$ cat src/rtl/mem_copy_engine.sv
// mem_copy_engine
//   Bus initiator for the single-port data memory. Copies a block of words
//   from src to dst (read, then write, one word at a time), or fills a block
//   with a constant. Blocks hold 0..2**ADDR_WIDTH words; larger requests are
//   clamped to a full memory. Pointers wrap around the top of memory.
//
// Ports
//   CLK, RST_N    clock (rising edge), asynchronous active-low reset
//   start         one-cycle request, only honoured in IDLE
//   mode          0 = copy, 1 = fill (sampled with start)
//   src_addr      copy source base (sampled with start)
//   dst_addr      destination base (sampled with start)
//   length        word count 0..2**ADDR_WIDTH (sampled with start)
//   fill_value    fill word (sampled with start)
//   busy          high while reading or writing
//   done          one-cycle completion pulse
//   words_left    words not yet written
//   mem_address   memory address
//   mem_we        memory write enable
//   mem_data_in   memory write data
//   mem_data_out  combinational read data for mem_address
//
// state   | meaning
// --------+-----------------------------------------------------------
// S_IDLE  | waiting for start; memory port parked at zero
// S_READ  | copy only: present src_ptr, capture read data into buffer
// S_WRITE | present dst_ptr with write data, memory commits at edge
// S_DONE  | one-cycle done pulse, then back to idle
module mem_copy_engine #(
  parameter int ADDR_WIDTH = 10,
  parameter int DATA_WIDTH = 16
) (
  input  logic                  CLK,
  input  logic                  RST_N,
  input  logic                  start,
  input  logic                  mode,
  input  logic [ADDR_WIDTH-1:0] src_addr,
  input  logic [ADDR_WIDTH-1:0] dst_addr,
  input  logic [ADDR_WIDTH:0]   length,
  input  logic [DATA_WIDTH-1:0] fill_value,
  output logic                  busy,
  output logic                  done,
  output logic [ADDR_WIDTH:0]   words_left,
  output logic [ADDR_WIDTH-1:0] mem_address,
  output logic                  mem_we,
  output logic [DATA_WIDTH-1:0] mem_data_in,
  input  logic [DATA_WIDTH-1:0] mem_data_out
);

  localparam logic [1:0] S_IDLE  = 2'd0;
  localparam logic [1:0] S_READ  = 2'd1;
  localparam logic [1:0] S_WRITE = 2'd2;
  localparam logic [1:0] S_DONE  = 2'd3;

  localparam logic [ADDR_WIDTH:0] MAX_COUNT = {1'b1, {ADDR_WIDTH{1'b0}}};

  logic [1:0]            r_state;
  logic                  r_mode;
  logic [ADDR_WIDTH-1:0] r_src_ptr;
  logic [ADDR_WIDTH-1:0] r_dst_ptr;
  logic [DATA_WIDTH-1:0] r_fill;
  logic [DATA_WIDTH-1:0] r_buf;
  logic [ADDR_WIDTH:0]   r_words_left;

  logic [ADDR_WIDTH:0]   w_count;

  assign w_count = (length > MAX_COUNT) ? MAX_COUNT : length;

  always_ff @(posedge CLK or negedge RST_N) begin
    if (!RST_N) begin
      r_state      <= S_IDLE;
      r_mode       <= 1'b0;
      r_src_ptr    <= '0;
      r_dst_ptr    <= '0;
      r_fill       <= '0;
      r_buf        <= '0;
      r_words_left <= '0;
    end else begin
      case (r_state)
        S_IDLE: begin
          if (start) begin
            r_mode       <= mode;
            r_src_ptr    <= src_addr;
            r_dst_ptr    <= dst_addr;
            r_fill       <= fill_value;
            r_words_left <= w_count;
            if (w_count == '0)
              r_state <= S_DONE;
            else if (mode)
              r_state <= S_WRITE;
            else
              r_state <= S_READ;
          end
        end
        S_READ: begin
          r_buf     <= mem_data_out;
          r_src_ptr <= r_src_ptr + ADDR_WIDTH'(1);
          r_state   <= S_WRITE;
        end
        S_WRITE: begin
          r_dst_ptr    <= r_dst_ptr + ADDR_WIDTH'(1);
          r_words_left <= r_words_left - (ADDR_WIDTH+1)'(1);
          if (r_words_left == (ADDR_WIDTH+1)'(1))
            r_state <= S_DONE;
          else if (r_mode)
            r_state <= S_WRITE;
          else
            r_state <= S_READ;
        end
        S_DONE: begin
          r_state <= S_IDLE;
        end
        default: begin
          r_state <= S_IDLE;
        end
      endcase
    end
  end

  // Memory-side outputs come only from registered state so the port has
  // no combinational dependence on the request inputs.
  always_comb begin
    busy        = 1'b0;
    done        = 1'b0;
    mem_we      = 1'b0;
    mem_address = '0;
    mem_data_in = '0;
    case (r_state)
      S_READ: begin
        busy        = 1'b1;
        mem_address = r_src_ptr;
      end
      S_WRITE: begin
        busy        = 1'b1;
        mem_we      = 1'b1;
        mem_address = r_dst_ptr;
        mem_data_in = r_mode ? r_fill : r_buf;
      end
      S_DONE: begin
        done = 1'b1;
      end
      default: begin
      end
    endcase
  end

  assign words_left = r_words_left;

endmodule

$ cat config.mk
export PLATFORM = sky130hd
export DESIGN_NAME = mem_copy_engine
export DESIGN_NICKNAME = d
export VERILOG_FILES = /design/src/rtl/mem_copy_engine.sv
export SDC_FILE = /design/constraint.sdc
export NUM_CORES = 1
export LEC_CHECK = 0
export CORE_UTILIZATION = 52
export CTS_BUF_LIST = sky130_fd_sc_hd__clkbuf_16
export CTS_CLUSTER_SIZE = 14
export DETAILED_ROUTE_END_ITERATION = 10
export MAX_ROUTING_LAYER = met4
export PLACE_DENSITY = 0.84
export SYNTH_ARGS = -nofsm -noshare
export SYNTH_HDL_FRONTEND = slang
export SYNTH_SLANG_ARGS = --single-unit
$ cat constraint.sdc
create_clock -name CLK -period 5.1 [get_ports CLK]
set_input_delay 1.02 -clock CLK [delete_from_list [all_inputs] [get_ports CLK]]
set_output_delay 1.02 -clock CLK [all_outputs]
set_load 0.01 [all_outputs]
=== Word-level counts from Yosys, hierarchy flattened ===
Cells that the tools add are included.
Widths: inputs -> output; s select.

* Register bits: 66
* Input bits: 67
* Logic and storage cells: 43

* $add $sub $neg: 3
* Eq/ne operators: 5
* Reductions and logical operators: 8
* Multiplexer cells: 19
* $lt $le $gt $ge: 1

{| class="wikitable"
|+ Operators by type and width
! cell !! number
|-
| $pmux 10 s2 || 3
|-
| $mux 16 || 2
|-
| $mux 11 || 2
|-
| $pmux 11 s2 || 1
|-
| $add 10x1->10 const B || 2
|-
| $mux 10 || 2
|-
| $eq 11x1->1 const B || 1
|-
| $gt 11x11->1 const B || 1
|-
| $logic_not 11->1 || 1
|-
| $sub 11x1->11 const B || 1
|-
| $mux 2 || 5
|-
| $pmux 2 s4 || 1
|-
| $reduce_and 2->1 || 3
|-
| $eq 2x2->1 const B || 2
|-
| $reduce_bool 2->1 || 2
|-
| $mux 1 || 3
|-
| $eq 2x1->1 const B || 1
|-
| $logic_not 2->1 || 1
|-
| $ne 2x2->1 const B || 1
|-
| $reduce_or 2->1 || 1
|}

=== Depth between registers and ports, before layout ===
* Depth in word-level cells: 6
* Depth in mapped cells: 8
* Mapped depth without buffers: 6

=== Least setup slack after synthesis ===
No wires, ideal clock.

* Path type: register to output
* Start point: register r_state[0]
* End point: output mem_address[7]
* Required time: 4.080 ns
* Arrival time: 1.729 ns
* Buffers on the path: 3
* Slack: 2.351 ns
* Stages on the path, launching flop included: 8
* Cell sequence: dfrtp_1 inv_1 ha_1 clkbuf_8 clkbuf_8 clkbuf_1 nand2_1 a21boi_0

* Cells in the longest elaborated chain, start to end: 2
* Elaborated cells between the ends (all ways): 3
* Classes of those cells: 2 x eq/ne; 1 x mux

{| class="wikitable"
|+ Ends and longest elaborated chain
! element !! line !! source
|-
| start, declared || 57 || <nowiki>logic [1:0] r_state;</nowiki>
|-
| start signal, assigned || 71 || <nowiki>r_state <= S_IDLE;</nowiki>
|-
| start signal, assigned || 88 || <nowiki>r_state <= S_DONE;</nowiki>
|-
| start signal, assigned || 90 || <nowiki>r_state <= S_WRITE;</nowiki>
|-
| $eq 2x2->1 / $eq 2x1->1 (equally long branches) || 128 || <nowiki>case (r_state)</nowiki>
|-
| $pmux 10 s2 (*) || 128 ||
|-
| end, declared || 44 || <nowiki>output logic [ADDR_WIDTH-1:0] mem_address,</nowiki>
|}

Mark *: on every way between the ends. The rest lies on a longest branch, timed or not.

=== Worst setup path after layout ===
* Start point: register r_state[1]
* End point: output mem_address[3]

The elaborated chain is that of the path after synthesis.

==> impl_metrics.py <==
metrics = {
    "floorplanning": {
        "die_x_um": 87.9,
        "dieArea_sq_um": 7720,
        "die_y_um": 87.9,
        "rows": 30,
        "core_sq_um": 6940,
        "start_util_pct": 55.2,
        "io_pins": 107,
    },
    "timing": {
        "hold_violations": 0,
        "setup_viol": 0,
        "maxSlewViolCount": 0,
        "min_period_ns": 3.78,
        "slew_headroom_pct": 26.5,
        "fin_tns_setup_ns": 0,
        "finalCritPeriodShare_pct": 74.1,
        "fmax_ghz": 0.265,
        "worst_pin_slew_ns": 1.10,
        "rsz0062_at_grt": "false",
        "skew_ns": 0.00628,
    },
    "critical_path": {
        "crit_family": "adder cells",
        "critPathMaxStageDelay_ns": 0.82,
        "path_buf_inv": 2,
        "crit_chain": "inv_1 -> ha_1 -> and2_0 -> o21a_1 -> clkdlybuf4s50_1",
        "path_class": "flop to primary output",
        "path_max_fanout": 28,
        "cp-start-kind": "flop",
        "critPathSlowestCell": "ha_1",
        "crit_required_ns": 4.08,
        "end_kind": "primary output",
        "arrival_ns": 2.76,
    },
    "layout": {
        "fin_cells": 588,
        "area_growth_pct": 35.9,
        "drive_above_1_share_pct": 12.0,
        "antennaDiodeCount": 0,
        "fill_cells": 494,
        "nets": 564,
        "final_area_sq_um": 5210,
    },
    "grt": {
        "antenna_found_initial": 0,
        "grt_pass1_wl_mm": 16.4,
        "grtUsageTotal_pct": 28.8,
        "grt_start_max_net_pins": 67,
        "grt_pass1_vias": 3409,
        "overflow": 0,
    },
    "clock_tree": {
        "numCtsBuffers": 9,
        "cts-root-buf": "clkbuf_16",
        "cts.path.max_buffers": 2,
        "clk_latency_ns": 0.33,
        "htree_num_levels": 3,
        "postCtsResizedCells": 0,
        "cts_tree": "done",
        "clock-sinks": 66,
        "ctsHoldBuffers": 0,
        "path_clk_slew_ns": 0.05,
        "postCtsSetupBuffers": 0,
    },
    "route": {
        "wl_mm": 10.3,
        "drt_pass1_iterations": 5,
        "drtIter0Drc": 358,
        "vias": 3580,
        "via_per_inst": 6.09,
        "wl_per_cell_um": 17.4,
        "drc_errors": 0,
        "ant_nets": 0,
    },
    "synthesis": {
        "synth_edf_count": 0,
        "synth.most_common_cell": "dfrtp_1",
        "yosysTopAreaCell": "dfrtp_1",
        "synth_mux_area_share_pct": 15.8,
        "ys_async_sr_fraction_pct": 100,
        "synthAdderAreaFrac_pct": 2.61,
        "synth_cells": 393,
        "ys_seq_area_share_pct": 43.1,
        "synthTopCellsByArea": "dfrtp_1 (43%), mux2_2 (10%), mux2i_1 (5.2%)",
        "synth_top_family_by_area": "compound AO/OA/AOI/OAI gates",
        "avgSynthCellArea_sq_um": 9.76,
        "ys_seq_elements": 66,
        "syn-num-nets": 468,
        "synthSimpleGateAreaFrac_pct": 14.9,
        "synth_cell_types": 56,
        "syn_area_sq_um": 3830,
        "ys.flop_type": "dfrtp_1",
        "yosys_warnings": 0,
        "ys_top_cells_by_count": "dfrtp_1 (66), nor2_1 (35), mux2_2 (34), nand2_1 (27), o21ai_0 (26)",
        "synth_top_area_share_pct": 43.1,
        "synth-xor-area-share_pct": 0,
        "synth_compound_area_share_pct": 18.9,
    },
    "power": {
        "power.leakage_nw": 2.12,
        "ir_worst_vdd_v": 0.000369,
        "p_per_area_nw_per_um2": 657,
        "totalPowerFinal_w": 0.00342,
    },
    "min_path": {
        "holdCritPathClass": "flop to flop",
    },
    "run_status": {
        "outcome": "completed",
    },
    "placement": {
        "hpwl_mm": 6.91,
        "portBuffers": 106,
        "place.gp.congestion": 0.898,
        "placed_area_sq_um": 4910,
        "post-place-cells": 574,
    },
    "flow_run": {
        "drv_cap": 0,
    },
}
## worst reg2reg max path, cell delays in order, from the launching register on
cell and delay [ns]:
dfrtp_1 0.41, inv_1 0.10, ha_1 0.58, nand2_1 0.84, o21ai_0 0.52, a21oi_2 0.06, a211o_1 0.28
## flip-flops by register name, indices dropped and copies added, names as in the netlist
name        count
r_fill         16
r_buf          16
r_mode          1
r_src_ptr      10
words_left     11
r_dst_ptr      10
r_state         2
## where the power goes
| group | internal (W) | total, W | switching, W |
|---|---|---|---|
| clock network | 0.000418 | 0.000636 | 0.000218 |
| logic | 0.000864 | 0.00171 | 0.000843 |
| registers | 0.000788 | 0.00108 | 0.000292 |
## cells by family after synthesis
logic type / Yosys count
simple gates: 113
compound gates: 112
flops: 66
mux: 55
buf+inv: 39
fa+ha+maj: 8
## through the flow
| step | hold WS [ns] | setup slack, ns | util, % |
|---|---|---|---|
| 5_1_grt | 0.523 | 1.16 | 75.0 |
| 6_report | 0.504 | 1.32 | 75.0 |
| 3_3_place_gp | 0.489 | 1.72 | 70.8 |
| 3_5_place_dp | 0.494 | 1.63 | 70.8 |
| 4_1_cts | 0.506 | 1.34 | 75.0 |
| 2_1_floorplan | 0.473 | 2.35 | - |
## final timing paths
kind                                   startpoint                         end  slack, ns  depth (start not counted)
max                        r_state[1]$_DFFE_PN0P_              mem_address[3]       1.32                          5
min                          r_buf[6]$_DFFE_PN0P_        r_buf[6]$_DFFE_PN0P_       0.50                          1
max reg2reg                r_state[0]$_DFFE_PN0P_  words_left[10]$_DFFE_PN0P_       2.19                          6
min reg2reg                  r_buf[6]$_DFFE_PN0P_        r_buf[6]$_DFFE_PN0P_       0.50                          1
max in group asynchronous                   RST_N   words_left[7]$_DFFE_PN0P_       3.68                          2
min in group asynchronous                   RST_N    r_src_ptr[8]$_DFFE_PN0P_       0.88                          2
## routing by layer
| metal | routed length (um) | up-vias | GRT usage (%) | part of all wire (%) |
|---|---|---|---|---|
| met3 | 713 | 33 | 6.50 | 7.0 |
| met1 | 4310 | 1707 | 35.3 | 42 |
| met2 | 4950 | 191 | 46.4 | 48 |
| met4 | 274 | 0 | 10.6 | 2.7 |
| met5 | 0 | - | - | 0 |
| li1 | - | 1649 | - | - |
## final cells by class
type | instances | area [sq um] | area share, %
clock buffers | 9 | 225 | 4.32
clock inverters | 5 | 72.6 | 1.39
inverters | 14 | 52.6 | 1.01
multi-input cells | 288 | 2000 | 38.4
flip-flops and latches | 66 | 1650 | 31.7
well taps | 96 | 120 | 2.30
repair buffers | 110 | 1090 | 20.8
## placed cells by master, fill, tap and decap left out, types with 6 or more instances in the layout
master             n
a21oi_1           21
a22oi_1           11
a31oi_1           11
clkbuf_16          9
clkdlybuf4s50_1  105
dfrtp_1           66
ha_1               8
inv_1             14
mux2_2            34
mux2i_1           20
nand2_1           27
nand3_1           10
nor2_1            35
nor2b_1            7
nor3_1             6
o21ai_0           26
o22ai_1            7
Power figures use the tool's default switching activity.
==> patch, RTL diff (same flow settings) <==
Reset style: synchronous (`RST_N`), changed in one clocked block. Comments in the files are not updated.
--- a/src/rtl/mem_copy_engine.sv
+++ b/src/rtl/mem_copy_engine.sv
@@ -66,7 +66,7 @@
 
   assign w_count = (length > MAX_COUNT) ? MAX_COUNT : length;
 
-  always_ff @(posedge CLK or negedge RST_N) begin
+  always_ff @(posedge CLK) begin
     if (!RST_N) begin
       r_state      <= S_IDLE;
       r_mode       <= 1'b0;
Function: differs if RST_N is asserted again (counterexample within 4 cycles, from zero or initial values and one cycle with RST_N low); with RST_N held inactive, the same outputs for 10 cycles.
==> patch against the original RTL <==
Wire length up 2.8%; global-route usage up 1.2 points; highest routed layer unchanged; critical path depth up 1; setup slack better by 0.054 ns; cell area down 3.7%; sequential cell count unchanged; area after synthesis down 5.1%; clock skew down 0.0017 ns; synthesized cell count up 17%.
Power is not compared: it rests on default switching activity, and its combinational part moved more than twofold at a synthesized area within 25%.
==> patch: results (changes against the original RTL) <==
The flow ran to the end, and the final reports show no timing, DRC or antenna violations. The highest-delay cell along the critical path was sky130_fd_sc_hd__inv_1. The routed via count divided by cell count came out at 5.919 (-2.8%).

The area share of fa/ha/maj cells after synthesis is 2.749% (+0.14 points). The most critical setup path has its endpoint at mem_data_in[5]. The clock-cell share of area works out to 5.885% (+0.17 points). For the number of fill cells, the log shows 517 (+4.7%). The worst hold path terminates at r_fill[7]. Area taken by flip-flops and latches: 1321 um2 (-20%).

The startpoint of the most critical setup path is r_state[0]. The tools report the via count of the first global-routing pass as 3694 (+8.4%). The worst slack at placement is 1.761 ns (+0.1293 ns), and the worst clock skew on the final layout is 0.004586 ns (-0.001695 ns). The dominant cell by count in the synthesized netlist is sky130_fd_sc_hd__nand2_1. The largest driver fanout on the critical path was 43 (+54%); the area of the multi-input gates was 2163 um2 (+8.0%).

The detailed placer's ending HPWL was 6.857 mm (-0.83%); the proportion of synthesized area in mux cells was 10.52% (-5.3 points). The run gives 29.94% (+1.2 points) as the global-route total usage across every layer. Ranked by total cell area, the synthesized netlist is headed by sky130_fd_sc_hd__dfxtp_1 36%, sky130_fd_sc_hd__mux2i_1 9.9%, sky130_fd_sc_hd__nand2_1 7.2%.

The peak per-stage delay on the critical path is 0.77 ns (-0.05 ns), and the data arrival time at the worst-slack endpoint is 2.71 ns (-0.05 ns). The part of the Yosys area used for sequential elements is 36.29% (-6.8 points), and the compound-gate portion of the synthesized area is 21.89% (+3.0 points). The routed length per instance came out at 16.17 um (-7.2%). The layout multi-input combinational cell count came out at 356 (+24%). The number of ordinary inverters in the final layout was 9 (-5).
[patch: cell count changes in the layout (fill, tap and decap cells not counted), moves of 6 or more]
cell                      delta
sky130_fd_sc_hd__a21oi_1    +24
sky130_fd_sc_hd__o21ai_0    -10
sky130_fd_sc_hd__nor2b_1     +6
sky130_fd_sc_hd__dfxtp_1    +66
sky130_fd_sc_hd__dfrtp_1    -66
sky130_fd_sc_hd__nor2_1     +14
sky130_fd_sc_hd__nand2_1    +43
sky130_fd_sc_hd__mux2_2     -32
sky130_fd_sc_hd__mux2i_1    +16
[patch: metal layers]
metal / vias up / track usage, % / part of all wire, %
li1: 1838 / - / -
met1: 1808 / 36.79 / 42
met2: 191 / 48.95 / 49
met3: 22 / 3.850 / 7.1
met4: 0 / 14.09 / 1.9
met5: - / - / 0
[patch: power breakdown]
part	leakage (nW)	internal (mW)	switching (mW)	total (mW)
Combinational	1.04	0.325	0.407	0.732
Sequential	0.540	0.605	0.103	0.708
Clock	0.135	0.376	0.233	0.609
